[config.mk]
export PLATFORM = sky130hd
export DESIGN_NAME = div_272x16_flat
export DESIGN_NICKNAME = d
export VERILOG_FILES = /design/src/rtl/div_272x16_pkg.sv /design/src/rtl/div_272x16_if.sv /design/src/rtl/div_272x16_step.sv /design/src/rtl/div_272x16.sv /design/src/flat_wrapper.sv
export SDC_FILE = /design/constraint.sdc
export NUM_CORES = 1
export LEC_CHECK = 0
export ABC_AREA = 0
export CAP_MARGIN = 20
export CORE_MARGIN = 2
export CORE_UTILIZATION = 40
export DETAILED_ROUTE_END_ITERATION = 7
export PLACE_DENSITY = 0.71
export SLEW_MARGIN = 30
export SYNTH_ARGS = -nofsm -noshare
export SYNTH_HDL_FRONTEND = slang
export SYNTH_SLANG_ARGS = --single-unit
[constraint.sdc]
create_clock -name clk -period 2.87 [get_ports clk]
set_clock_uncertainty 0.15 [all_clocks]
set_input_delay 0.287 -clock clk [delete_from_list [all_inputs] [get_ports clk]]
set_output_delay 0.287 -clock clk [all_outputs]
set_load 0.05 [all_outputs]
[src/rtl/div_272x16_pkg.sv]
// Shared constants and state encoding for the 272/16 restoring divider.
package ecdsa_div_pkg;

  localparam int unsigned DIV_DW    = 16;
  localparam int unsigned DIV_QW    = 256;
  localparam int unsigned DIV_PW    = DIV_DW + DIV_QW;
  localparam int unsigned DIV_CNT_W = 9;

  typedef enum logic [1:0] {
    IDLE,
    RUN,
    DONE
  } div_state_t;

endpackage

[src/rtl/div_272x16_if.sv]
// Request/result bundle of the divider: requester drives start/a/p, divider returns results and flags.
interface div_272x16_if
  import ecdsa_div_pkg::*;
#(
  parameter int unsigned DW = DIV_DW,
  parameter int unsigned QW = DIV_QW
);
  localparam int unsigned PW = DW + QW;

  logic          start;
  logic [DW-1:0] a;
  logic [PW-1:0] p;
  logic [QW-1:0] q;
  logic [DW-1:0] r;
  logic          busy;
  logic          done;
  logic          div_zero;
  logic          overflow;

  modport master (
    output start, a, p,
    input  q, r, busy, done, div_zero, overflow
  );

  modport slave (
    input  start, a, p,
    output q, r, busy, done, div_zero, overflow
  );
endinterface

[src/rtl/div_272x16_step.sv]
// One combinational restoring-division step: shift in a dividend bit, conditionally subtract the divisor.
module div_step #(
  parameter int unsigned DW = 16
) (
  input  logic [DW-1:0] rem,
  input  logic          bit_in,
  input  logic [DW-1:0] a,
  output logic [DW-1:0] rem_next,
  output logic          q_bit
);
  logic [DW:0] t;

  assign t     = {rem, bit_in};
  assign q_bit = (t >= {1'b0, a});
  // When subtracting, the true difference is below a, so the low DW bits are exact.
  assign rem_next = q_bit ? (t[DW-1:0] - a) : t[DW-1:0];
endmodule

[src/rtl/div_272x16.sv]
// Sequential restoring divider, 272-bit dividend / 16-bit divisor -> 256-bit quotient + 16-bit remainder.
// Define DIV_RADIX4_EN to chain two restoring steps per clock (136-edge RUN instead of 272).
module div_272x16
  import ecdsa_div_pkg::*;
#(
  parameter int unsigned DW = DIV_DW,
  parameter int unsigned QW = DIV_QW
) (
  input  logic       clk,
  input  logic       reset,
  div_272x16_if.slave bus
);
  localparam int unsigned PW = DW + QW;
  localparam int unsigned CW = $clog2(PW);

  div_state_t    state, state_nx;
  logic [DW-1:0] a_reg;
  logic [DW-1:0] rem;
  logic [PW-1:0] sr;
  logic [CW-1:0] count;
  logic [QW-1:0] q_reg;
  logic [DW-1:0] r_reg;
  logic          dz_reg;
  logic          ov_reg;

  logic [PW-1:0] sr_nx;
  logic [DW-1:0] rem_nx;
  logic          last;

`ifdef DIV_RADIX4_EN
  localparam int unsigned STEPS = 2;
  logic [DW-1:0] rem_mid;
  logic          qb_hi;
  logic          qb_lo;

  div_step #(.DW(DW)) u_step_hi (
    .rem      (rem),
    .bit_in   (sr[PW-1]),
    .a        (a_reg),
    .rem_next (rem_mid),
    .q_bit    (qb_hi)
  );

  div_step #(.DW(DW)) u_step_lo (
    .rem      (rem_mid),
    .bit_in   (sr[PW-2]),
    .a        (a_reg),
    .rem_next (rem_nx),
    .q_bit    (qb_lo)
  );

  assign sr_nx = {sr[PW-3:0], qb_hi, qb_lo};
`else
  localparam int unsigned STEPS = 1;
  logic qb;

  div_step #(.DW(DW)) u_step (
    .rem      (rem),
    .bit_in   (sr[PW-1]),
    .a        (a_reg),
    .rem_next (rem_nx),
    .q_bit    (qb)
  );

  assign sr_nx = {sr[PW-2:0], qb};
`endif

  assign last = (count == CW'(PW - STEPS));

  always_ff @(posedge clk or negedge reset) begin
    if (!reset) state <= IDLE;
    else        state <= state_nx;
  end

  always_comb begin
    state_nx = state;
    case (state)
      IDLE, DONE: if (bus.start) state_nx = (bus.a == '0) ? DONE : RUN;
      RUN:        if (last)      state_nx = DONE;
      default:    state_nx = IDLE;
    endcase
  end

  // Dividend and quotient share one shift register: dividend bits leave the top as quotient bits enter the bottom.
  always_ff @(posedge clk or negedge reset) begin
    if (!reset) begin
      a_reg  <= '0;
      rem    <= '0;
      sr     <= '0;
      count  <= '0;
      q_reg  <= '0;
      r_reg  <= '0;
      dz_reg <= 1'b0;
      ov_reg <= 1'b0;
    end else begin
      case (state)
        IDLE, DONE: begin
          if (bus.start) begin
            a_reg  <= bus.a;
            sr     <= bus.p;
            rem    <= '0;
            count  <= '0;
            q_reg  <= '0;
            r_reg  <= '0;
            dz_reg <= (bus.a == '0);
            ov_reg <= (bus.a != '0) && (bus.p[PW-1:QW] >= bus.a);
          end
        end
        RUN: begin
          sr    <= sr_nx;
          rem   <= rem_nx;
          count <= count + CW'(STEPS);
          if (last) begin
            q_reg <= sr_nx[QW-1:0];
            r_reg <= rem_nx;
          end
        end
        default: ;
      endcase
    end
  end

  assign bus.q        = q_reg;
  assign bus.r        = r_reg;
  assign bus.div_zero = dz_reg;
  assign bus.overflow = ov_reg;
  assign bus.busy     = (state == RUN);
  assign bus.done     = (state == DONE);
endmodule

[src/flat_wrapper.sv]
// flat-port wrapper written by rule: the top's interface ports become plain ports
module div_272x16_flat import ecdsa_div_pkg::*;
#(
  parameter int unsigned DW = DIV_DW,
  parameter int unsigned QW = DIV_QW
)
  (clk, reset, bus_start, bus_a, bus_p, bus_q, bus_r, bus_busy, bus_done, bus_div_zero, bus_overflow);
  div_272x16_if #(.DW(DW), .QW(QW)) bus_i ();
  input  logic clk;
  input  logic reset;
  input wire logic [$bits(bus_i.start)-1:0] bus_start;
  input wire logic [$bits(bus_i.a)-1:0] bus_a;
  input wire logic [$bits(bus_i.p)-1:0] bus_p;
  output wire logic [$bits(bus_i.q)-1:0] bus_q;
  output wire logic [$bits(bus_i.r)-1:0] bus_r;
  output wire logic [$bits(bus_i.busy)-1:0] bus_busy;
  output wire logic [$bits(bus_i.done)-1:0] bus_done;
  output wire logic [$bits(bus_i.div_zero)-1:0] bus_div_zero;
  output wire logic [$bits(bus_i.overflow)-1:0] bus_overflow;
  assign bus_i.start = bus_start;
  assign bus_i.a = bus_a;
  assign bus_i.p = bus_p;
  assign bus_q = bus_i.q;
  assign bus_r = bus_i.r;
  assign bus_busy = bus_i.busy;
  assign bus_done = bus_i.done;
  assign bus_div_zero = bus_i.div_zero;
  assign bus_overflow = bus_i.overflow;
  div_272x16 #(.DW(DW), .QW(QW)) u_core (.clk(clk), .reset(reset), .bus(bus_i));
endmodule
==> results.md, run 1 <==
- Max reg flops: roughly 270
- Most frequent cells in the layout: 924 x nand2_1, 589 x dfrtp_1, 564 x clkdlybuf4s50_1
- First-pass detailed-route iteration total: 5
- Die area: approximately 63000 um^2
- CTS tree: done
- Post-synth EDFFs: 0
- Antenna viol nets, final: 0
- Finished Cell Area: ~33000 um^2
- Placed Area: just over 30000 um^2
- Register area share after synthesis: around three fifths
- Pwr Density: ~1300 nW/um^2
- Leakage Power: 0.0155 uW
- Synth warn: 0
- Period minus WS final: ~2.8 ns
- Rows: 90
- # IOs: 567
- Worst skew pair latency: between 0.6 and 0.7 ns
- Gpl congestion: between 0.9 and 1
- Pin count of the biggest net entering global routing: ~180
- Most common cell after layout, fill and taps aside: nand2_1
- Avg Cell Area, Syn: approximately 9.4 um^2
- Clock transition at path regs: 0.06 ns
- Vias per Instance: 5.19
- Critical Path AT: ~3.1 ns
- Initial DRC count: 1304
- Num CTS Buffers: 61
- Vias in the first global route: between 20000 and 25000
- Fillers: roughly 5200
- Clock sink total: 589
- Status: complete, no violations
- Die Y: 252 um
- First-pass GRT wire length: around 120 mm
- Final period util: 96.1%
- Number of synthesized register bits: 589
- Port bufs: roughly 570
- Max Clk Rate: ~360 MHz
- CP Data Required Time: 3.22 ns
- Initial Util: between 40% and 50%
- Post-DP HPWL: 51.7 mm
- Ys async rst share: between 90% and 100%
- Worst Tran Pin Value: between 0.8 and 0.9 ns
- CP max FO: 8
- Mapped Area: ~25000 um^2
- Die Span X: roughly 250 um
- Finish-stage setup viols: 0
- Postcts setup bufs: 0
- Hold WC Path Type: input pin to flip-flop
- Gr ovfl total: 0
- Setup TNS: 0 ns
- Layout cells sized above 1: 4.80%
- Slew Viols, Final: 0
- MaxCap Viol Count: 0
- Max VDD drop: ~0.86 mV
- Core area: a little over 60000 um^2
- Nets: about 3400
- Clk root buf: clkbuf_16
- DR vias: between 20000 and 25000
- Initial antenna violation count: 8
- Max clock buf depth: 3
- CP endpoint kind: flip-flop
- Setup CP Type: flip-flop to flip-flop
- Gate Count Post-Synth: between 2000 and 3000
- Syn-to-layout area delta: 35.1%
- GRT Overall Usage: a little under a quarter
- Top_reg_cell synth: dfrtp_1
- Number of distinct library cells after synthesis: between 50 and 60
- Drt total wl: 73.5 mm
- CP Launch Type: flip-flop
- DR WL/cell: 18.7 um
- Clock H-tree levels: 2
- Post-route DRC: 0
- Final-report hold violation count: 0
- Rel. slew slack: a little over two fifths
- Post-synth net total: 2921
-- metal layers --
layer / vias to the layer above / share of wire (%) / GRT usage, %
li1: 9657 / - / -
met1: 9846 / 39 / 27.8
met2: 715 / 48 / 38.1
met3: 189 / 7.9 / 6.26
met4: 8 / 4.6 / 10.5
met5: - / 0.069 / 0
-- critical path: stages, from the launching register on --
cell	delay (ns)
dfrtp_1	0.41
ha_1	0.38
and2_2	0.26
nand4_1	0.12
o221ai_2	0.11
a41oi_2	0.27
o21a_1	0.17
buf_4	0.19
mux2_1	0.38
o31ai_2	0.21
-- power by group --
group / internal, uW / switching, uW
combinational: 6620 / 13200
sequential: 12200 / 2400
clock: 4570 / 3280
-- kinds of logic (layout without fill, tap and decap cells) --
family,count (synthesis),count (layout),share of synthesized area [%]
simple gates,1159,1159,19.1
flops,589,589,60.1
compound gates,498,498,11.0
buf+inv,202,752,3.39
mux,105,105,4.30
fa+ha+maj,34,34,1.77
xor+xnor,9,9,0.321
other cells,0,4,0
-- synth_stat cells (6+ instances only) --
library cell / number / share of area (%)
o31ai_1: 6 / 0.18
buf_1: 13 / 0.20
a21o_1: 13 / 0.40
o21ai_0: 404 / 8.2
nand4_1: 7 / 0.18
nand2_1: 924 / 14
nor2_1: 21 / 0.32
a22oi_1: 16 / 0.49
buf_2: 46 / 0.94
a21oi_1: 23 / 0.47
inv_1: 36 / 0.55
nand2b_1: 8 / 0.20
clkbuf_1: 104 / 1.6
ha_1: 33 / 1.7
nand3_1: 173 / 3.5
dfrtp_1: 589 / 60
mux2i_1: 102 / 4.2
-- final cells by class --
class,instances,area [um^2],area share (%)
clock buffer,87,1750,5.27
timing repair buffer,609,6260,18.9
clock inverter,19,228,0.688
multi-input combinational,1805,9010,27.2
antenna,4,10.0,0.0302
inverter,37,146,0.442
tap,782,978,2.95
sequential,589,14700,44.5
-- stage by stage --
| stage | cells | power [uW] | utilization [%] | worst slack (ns) | hold slack, ns |
|---|---|---|---|---|---|
| 2_1_floorplan | 2596 | 27200 | - | 0.449 | -0.159 |
| 5_1_grt | 3932 | 44900 | 54.8 | -0.0208 | 0.0724 |
| 3_3_place_gp | 3821 | 34000 | 51.4 | 0.207 | 0.197 |
| 4_1_cts | 3928 | 42500 | 54.7 | 0.0958 | 0.0445 |
| 3_5_place_dp | 3821 | 34500 | 51.4 | 0.148 | 0.210 |
| 6_report | 3932 | 42300 | 54.8 | 0.111 | 0.0871 |
-- repair_timing --
item,CTS,global route
resized for setup,0,8
hold buffers,1,0
hold endpoints to repair,60,0
setup endpoints to repair,0,11
-- path summary, 6_finish.rpt --
path | to | startpoint | depth (start not counted) | slack, ns
setup / recovery | u_core.bus.r[1] | u_core.rem[10] | 9 | 0.11
hold / removal | u_core.sr[98] | bus_p[98] | 3 | 0.09
setup reg to reg | u_core.bus.r[1] | u_core.rem[10] | 9 | 0.11
hold reg to reg | u_core.sr[256] | u_core.sr[256] | 2 | 0.33
max in group asynchronous | u_core.sr[159] | reset | 3 | 1.54
min in group asynchronous | u_core.bus.q[43] | reset | 2 | 0.16
Power figures use the tool's default switching activity.
==> run 2: changes to the inputs <==
--- a/config.mk
+++ b/config.mk
@@ -7,10 +7,9 @@
 export LEC_CHECK = 0
 export ABC_AREA = 0
 export CAP_MARGIN = 20
-export CORE_MARGIN = 2
-export CORE_UTILIZATION = 40
+export CORE_UTILIZATION = 50
 export DETAILED_ROUTE_END_ITERATION = 7
-export PLACE_DENSITY = 0.71
+export PLACE_DENSITY = 0.85
 export SLEW_MARGIN = 30
 export SYNTH_ARGS = -nofsm -noshare
 export SYNTH_HDL_FRONTEND = slang
==> results.md, run 2 (synthesis results as in run 1) <==
- Status: complete, no violations
- Initial DRC count: 2082 (+60%)
- Largest stage delay on the critical path: 0.41 ns (about the same)
- Port bufs: 566 (unchanged)
- Max reg flops: 272 (unchanged)
- Worst reg2reg path depth: 9 (unchanged)
- Core area: 48000 um^2 (-21%)
- Hold_ws: 0.112 ns (+0.0244 ns)
- Antenna viol nets, final: 0 (unchanged)
- Post-route DRC: 0 (unchanged)
- Min-Delay Path Depth: 3 (unchanged)
- DR vias: 21400 (+5.1%)
- CP Launch Type: flip-flop
- Leakage Power: 0.0156 uW (+0.91%)
- # IOs: 567 (unchanged)
- Vias per Instance: 5.66 (+9.0%)
- Setup WS post-layout: 0.154 ns (+0.0437 ns)
- Clock sink total: 589 (unchanged)
- Die Span X: 223 um (-11%)
- First-pass detailed-route iteration total: 6 (+1)
- R2r startpoint: u_core.rem[2]
- Rel. slew slack: 34.1% (-8.5 points)
- Final-report hold violation count: 0 (unchanged)
- R2R setup slack: 0.15 ns (+0.04 ns)
- CP Launch Point: u_core.rem[2]
- Finish-stage setup viols: 0 (unchanged)
- Crit-path cells: ha_1 > a21o_1 > a21o_1 > o21ba_4 > nor2_1 > o21a_2 > buf_4 > mux2_1 > o31ai_2
- CP endpoint kind: flip-flop
- GRT Overall Usage: 30.1% (+7.2 points)
- Worst skew pair latency: 0.60 ns (about the same)
- CTS tree: done
- Initial antenna violation count: 6 (-2)
- Initial Util: 51.0% (+10 points)
- Die area: 49900 um^2 (-21%)
- Clock H-tree levels: 2 (unchanged)
- Pwr Density: 1300 nW/um^2 (+1.4%)
- CP max stage cell: dfrtp_1
- Finished Cell Area: 33100 um^2 (about the same)
- Total power: 42900 uW (+1.4%)
- Vias in the first global route: 21700 (+2.5%)
- Setup TNS: 0 ns (unchanged)
- Register area: 14700 um^2 (unchanged)
- Post-place setup slack: 0.0498 ns (-0.0981 ns)
- Max clock buf depth: 3 (unchanged)
- Clock transition at path regs: 0.06 ns (about the same)
- Gpl congestion: 0.907 (+0.60%)
- Nets: 3446 (+0.53%)
- Slew Viols, Final: 0 (unchanged)
- Post-DP HPWL: 53.3 mm (+3.1%)
- Fillers: 3443 (-34%)
- Gr ovfl total: 0 (unchanged)
- Clk root buf: clkbuf_16
- DR WL/cell: 20.0 um (+7.0%)
- RSZ-0062 raised after global routing: no
- First-pass GRT wire length: 118 mm (+2.2%)
- FF-to-FF End: u_core.bus.r[1]
- Worst Tran Pin Value: 0.989 ns (+0.128 ns)
- CP most frequent cell: a21o_1
- Hold WC Path Type: input pin to flip-flop
- Most frequent cells in the layout: 924 x nand2_1, 589 x dfrtp_1, 564 x clkdlybuf4s50_1
- CP Data Required Time: 3.23 ns (about the same)
- Pin count of the biggest net entering global routing: 215 (+21%)
- Critical Path AT: 3.07 ns (-0.04 ns)
- MaxCap Viol Count: 0 (unchanged)
- Most common cell after layout, fill and taps aside: nand2_1
- Rows: 80 (-11%)
- Worst setup path endpoint: u_core.bus.r[1]
- Die Y: 223 um (-11%)
- Max VDD drop: 0.858 mV (-0.78%)
- Num CTS Buffers: 59 (-3.3%)
- Drt total wl: 75.7 mm (+3.0%)
- Placed Area: 31100 um^2 (-0.11%)
- Layout cells sized above 1: 5.55% (+0.75 points)
- Max Clk Rate: 368 MHz (+1.6%)
- Setup CP Type: flip-flop to flip-flop
- Period minus WS final: 2.72 ns (-0.0437 ns)
- Area of the multi-input gates: 9000 um^2 (-0.21%)
- Final period util: 94.6% (-1.5 points)
- CP max FO: 7 (-1)
- Syn-to-layout area delta: 35.1% (about the same)
==> run 2: cell count changes in the layout (fill, tap and decap cells not counted), sizes merged <==
cell / delta
clkbuf: -5
inv: +1
bufinv: +2
clkinv: +4
clkinvlp: +1
buf: +20
==> run 2: cell type report <==
| cell class | instances | area share (%) |
|---|---|---|
| diodes | 4 | 0.0302 |
| clock inverters | 27 | 0.925 |
| clock buffers | 82 | 5.18 |
| well taps | 615 | 2.32 |
| multi-input cells | 1805 | 27.2 |
| repair buffers | 629 | 19.4 |
| inverters | 37 | 0.457 |
| flip-flops and latches | 589 | 44.5 |
==> run 2: critical path, delay by kind of cell (launching register included) <==
family | cells | cell delay (ns)
and+or+nand+nor | 1 | 0.14
adders and majority gates | 1 | 0.39
muxes | 1 | 0.33
buffers and inverters | 1 | 0.14
DFF | 1 | 0.41
AOI/OAI and AO/OA | 5 | 1.05
==> run 2: worst min path at each step <==
stage | start | to | slack (ns)
3_5_place_dp | reset | u_core.sr[257] | 0.24
4_1_cts | bus_p[1] | u_core.sr[1] | 0.07
5_1_grt | bus_p[46] | u_core.sr[46] | 0.1
3_3_place_gp | reset | u_core.sr[259] | 0.23
2_1_floorplan | reset | u_core.a_reg[0] | -0.16
6_report | bus_p[9] | u_core.sr[9] | 0.11
==> run 2: what timing repair did <==
item / in CTS / in global routing
hold endpoints to repair: 61 / 0
buffers inserted: 0 / 1
setup endpoints to repair: 1 / 28
resized for setup: 1 / 5
hold buffers: 1 / 0
==> run 2: stage by stage <==
step | utilization (%) | cells
after floorplan | - | 2596
after global placement | 64.6 | 3674
after detailed placement | 64.6 | 3674
after CTS | 68.9 | 3784
after global routing | 68.9 | 3787
final | 68.9 | 3788
==> run 2: where the power goes <==
part / switching (uW) / total, uW / leakage (uW) / internal [uW]
Clock: 3270 / 7980 / 0.000996 / 4710
Sequential: 2560 / 14800 / 0.00745 / 12200
Combinational: 13400 / 20100 / 0.00720 / 6740
Total: 19200 / 42900 / 0.0156 / 23700
==> run 2: layer usage <==
metal	global-route usage, %	routed length, um	up-vias
li1	-	-	9705
met1	37.9	29200	10500
met2	49.1	36200	1068
met3	7.02	6730	220
met4	14.5	3500	4
met5	0	25	-
==> run 3: changes to the inputs <==
--- a/config.mk
+++ b/config.mk
@@ -7,10 +7,13 @@
 export LEC_CHECK = 0
 export ABC_AREA = 0
 export CAP_MARGIN = 20
+export CORE_MARGIN = 3
 export CORE_UTILIZATION = 50
 export DETAILED_ROUTE_END_ITERATION = 7
-export PLACE_DENSITY = 0.85
+export HOLD_SLACK_MARGIN = 0.12
+export PLACE_DENSITY = 0.84
 export SLEW_MARGIN = 30
 export SYNTH_ARGS = -nofsm -noshare
 export SYNTH_HDL_FRONTEND = slang
+export SYNTH_HIERARCHICAL = 1
 export SYNTH_SLANG_ARGS = --single-unit
==> results.md, run 3 <==
- Synth area leaders: dfrtp_1 56%, nand2_1 8.3%, a31oi_1 5.8%, nand3_1 5.3%, inv_1 4.4%
- Period minus WS final: 2.71 ns (-0.00726 ns)
- Worst skew pair latency: 0.61 ns (about the same)
- Fillers: 3487 (+1.3%)
- Vias in the first global route: 25000 (+15%)
- Crit-path cells: ha_1 > and4_1 > nand4_1 > a311o_1 > nand4_4 > buf_4 > mux2_4 > a22o_1
- Die Span X: 235 um (+5.4%)
- Gpl congestion: 0.894 (-1.4%)
- Syn-to-layout area delta: 38.5%
- Synth top area share: 56.0% (-4.1 points)
- Final-report hold violation count: 0 (unchanged)
- Number of distinct library cells after synthesis: 64 (+23%)
- Most frequent cells in the layout: 589 x dfrtp_1, 580 x nand2_1, 564 x clkdlybuf4s50_1
- Drt total wl: 87.3 mm (+15%)
- DR vias: 25100 (+17%)
- Max Clk Rate: 369 MHz (+0.27%)
- Placed Area: 32500 um^2 (+4.8%)
- Hold path startpoint: bus_p[57]
- Register area share after synthesis: 56.0% (-4.1 points)
- Switching part of the total: 45.1% (+0.34 points)
- R2R setup slack: 0.16 ns (about the same)
- Max clock buf depth: 3 (unchanged)
- Failing checks: design-rule violations
- Combinational share of power: 48.0% (+1.1 points)
- DP Cell Count: 4067 (+11%)
- R2r startpoint: u_core/rem[11]
- Port bufs: 566 (unchanged)
- Clock Power Share: 18.1% (-0.5 points)
- Avg Cell Area, Syn: 8.79 um^2 (-7.0%)
- Finished Cell Area: 36400 um^2 (+10%)
- DR WL/cell: 20.0 um (about the same)
- Max reg flops: 272 (unchanged)
- Worst reg2reg path depth: 8 (-1)
- Most frequent cell after synthesis: dfrtp_1
- CP max stage cell: ha_1
- Finish-stage setup viols: 0 (unchanged)
- Cell accounting for the most synthesized area: dfrtp_1
- Initial antenna violation count: 4 (-2)
- Rel. slew slack: 36.0% (+1.9 points)
- Post-route DRC: 2 (+2)
- Clk root buf: clkbuf_16
- Rows: 83 (+3.8%)
- Num CTS Buffers: 59 (unchanged)
- Vias per Instance: 5.75 (+1.5%)
- Post-synthesis mux area share: 0.295% (-4.0 points)
- Die Y: 235 um (+5.4%)
- Total power: 44900 uW (+4.7%)
- Leakage Power: 0.0162 uW (+3.6%)
- Gate Count Post-Synth: 2996 (+15%)
- Setup TNS: 0 ns (unchanged)
- Largest stage delay on the critical path: 0.42 ns (about the same)
- Status: finished with violations
- Max VDD drop: 0.986 mV (+15%)
- CP Data Required Time: 3.21 ns (-0.02 ns)
- Synth Area in XOR/XNOR: 0.333% (+0.011 points)
- Final period util: 94.4% (-0.25 points)
- Min-Delay Endpoint: u_core/sr[57]
- Ys async rst share: 100% (unchanged)
- Number of synthesized register bits: 589 (unchanged)
- CTS tree: done
- First-pass GRT wire length: 137 mm (+16%)
- First-pass detailed-route iteration total: 8 (+2)
- FF-to-FF End: u_core/rem[14]
- CP Launch Type: flip-flop
- Hold WC Path Type: input pin to flip-flop
- RSZ-0062 raised after global routing: no
- Clock H-tree levels: 2 (unchanged)
- Top_reg_cell synth: dfrtp_1
- Int Pwr: 24600 uW (+4.1%)
- Final Core Density: 70.5% (+1.5 points)
- Most frequent cells after synthesis: 589 x dfrtp_1, 580 x nand2_1, 309 x inv_1
- Mapped Area: 26300 um^2 (+7.3%)
- Antenna viol nets, final: 0 (unchanged)
- CP Launch Point: u_core/rem[11]
- Die area: 55400 um^2 (+11%)
- # IOs: 567 (unchanged)
- Post-cts resize count: 0 (-1)
- Non-filler instance count after layout: 4363 (+15%)
- Clock sink total: 589 (unchanged)
- GRT Overall Usage: 30.4% (+0.35 points)
- Main combinational cell family by area after synthesis: simple AND/OR/NAND/NOR gates
- Post-synth EDFFs: 0 (unchanged)
- Nets: 3953 (+15%)
- Post-synth net total: 3321 (+14%)
- Synth Area in Simple Gates: 18.6% (-0.51 points)
- Min-Delay Path Depth: 3 (unchanged)
- Clock transition at path regs: 0.06 ns (about the same)
- NetSw: 20300 uW (+5.5%)
- Layout cells sized above 1: 4.98% (-0.58 points)
- Pin count of the biggest net entering global routing: 258 (+20%)
- Adder-Cell Fraction of Synth Area: 1.64% (-0.12 points)
- CP endpoint kind: flip-flop
- Slew Viols, Final: 0 (unchanged)
- Synth warn: 6 (+6)
- Gr ovfl total: 0 (unchanged)
- Initial DRC count: 2854 (+37%)
- Compound-gate portion of the synthesized area: 14.7% (+3.7 points)
- Pwr Density: 1230 nW/um^2 (-4.8%)
- MaxCap Viol Count: 0 (unchanged)
- CP max FO: 8 (+1)
- Initial Util: 50.9% (-0.14 points)
- Most common cell after layout, fill and taps aside: dfrtp_1
- Post-DP HPWL: 52.7 mm (-1.2%)
- Setup CP Type: flip-flop to flip-flop
- Flop pwr share: 34.0% (-0.5 points)
- Worst Tran Pin Value: 0.960 ns (-0.0283 ns)
- Core area: 51700 um^2 (+7.6%)
- Critical Path AT: 3.04 ns (-0.03 ns)
## run 3: power groups by stage
stage          logic [uW]  registers, uW  clock network, uW
3_3_place_gp        20200          15000                  0
4_1_cts             21100          15100               8200
5_1_grt             23100          15600               8550
2_1_floorplan        8180          20500                  0
3_5_place_dp        20800          15100                  0
6_report            21600          15300               8110
## run 3: cell type report
cell class	instances	area, um^2	area share (%)
tap	680	851	2.33
timing repair buffer	794	8220	22.6
multi-input combinational	1874	9400	25.8
sequential	589	14700	40.4
clock inverter	24	283	0.776
clock buffer	86	1760	4.83
antenna	6	15.0	0.0412
inverter	310	1170	3.21
## run 3: per-layer routing
metal	track usage [%]	vias to the layer above	routed length [um]
met1	39.1	12000	33200
met5	0	-	0
met4	15.7	0	4910
met3	6.30	309	8040
li1	-	11200	-
met2	49.0	1551	41100
## run 3: through the flow
stage          hold WS (ns)  setup WS, ns
2_1_floorplan        -0.159         0.419
3_5_place_dp          0.146         0.121
4_1_cts               0.121         0.113
5_1_grt               0.139        0.0181
6_report              0.154         0.162
3_3_place_gp          0.150         0.219
## run 3: worst max-delay path by stage
stage,end,cells past startpoint,slack (ns)
finish,u_core/rem[14],8,0.16
global route,u_core/bus.r[12],10,0.02
CTS,u_core/rem[0],10,0.11
detailed placement,u_core/rem[9],10,0.12
global placement,u_core/rem[0],9,0.22
floorplan,u_core/rem[14],9,0.42
## run 3: logic make-up after synthesis
logic type / Yosys count
AND/OR/NAND/NOR: 1171
AO/OA/AOI/OAI: 652
flip-flops: 589
buffers and inverters: 533
adder cells (fa/ha/maj): 34
XOR/XNOR: 10
multiplexers: 7
## run 3: timing repair
action	4_1_cts	5_1_grt
endpoints found under the hold margin	647	0
setup buffers	0	2
hold buffers	177	0
setup endpoints to repair	0	16
## run 3: worst max-delay path: cells and delay by family (launching register included)
family	cells	cell delay, ns
buf+inv	1	0.19
simple gates	3	0.56
flops	1	0.41
compound gates	2	0.55
fa+ha+maj	1	0.42
mux	1	0.32
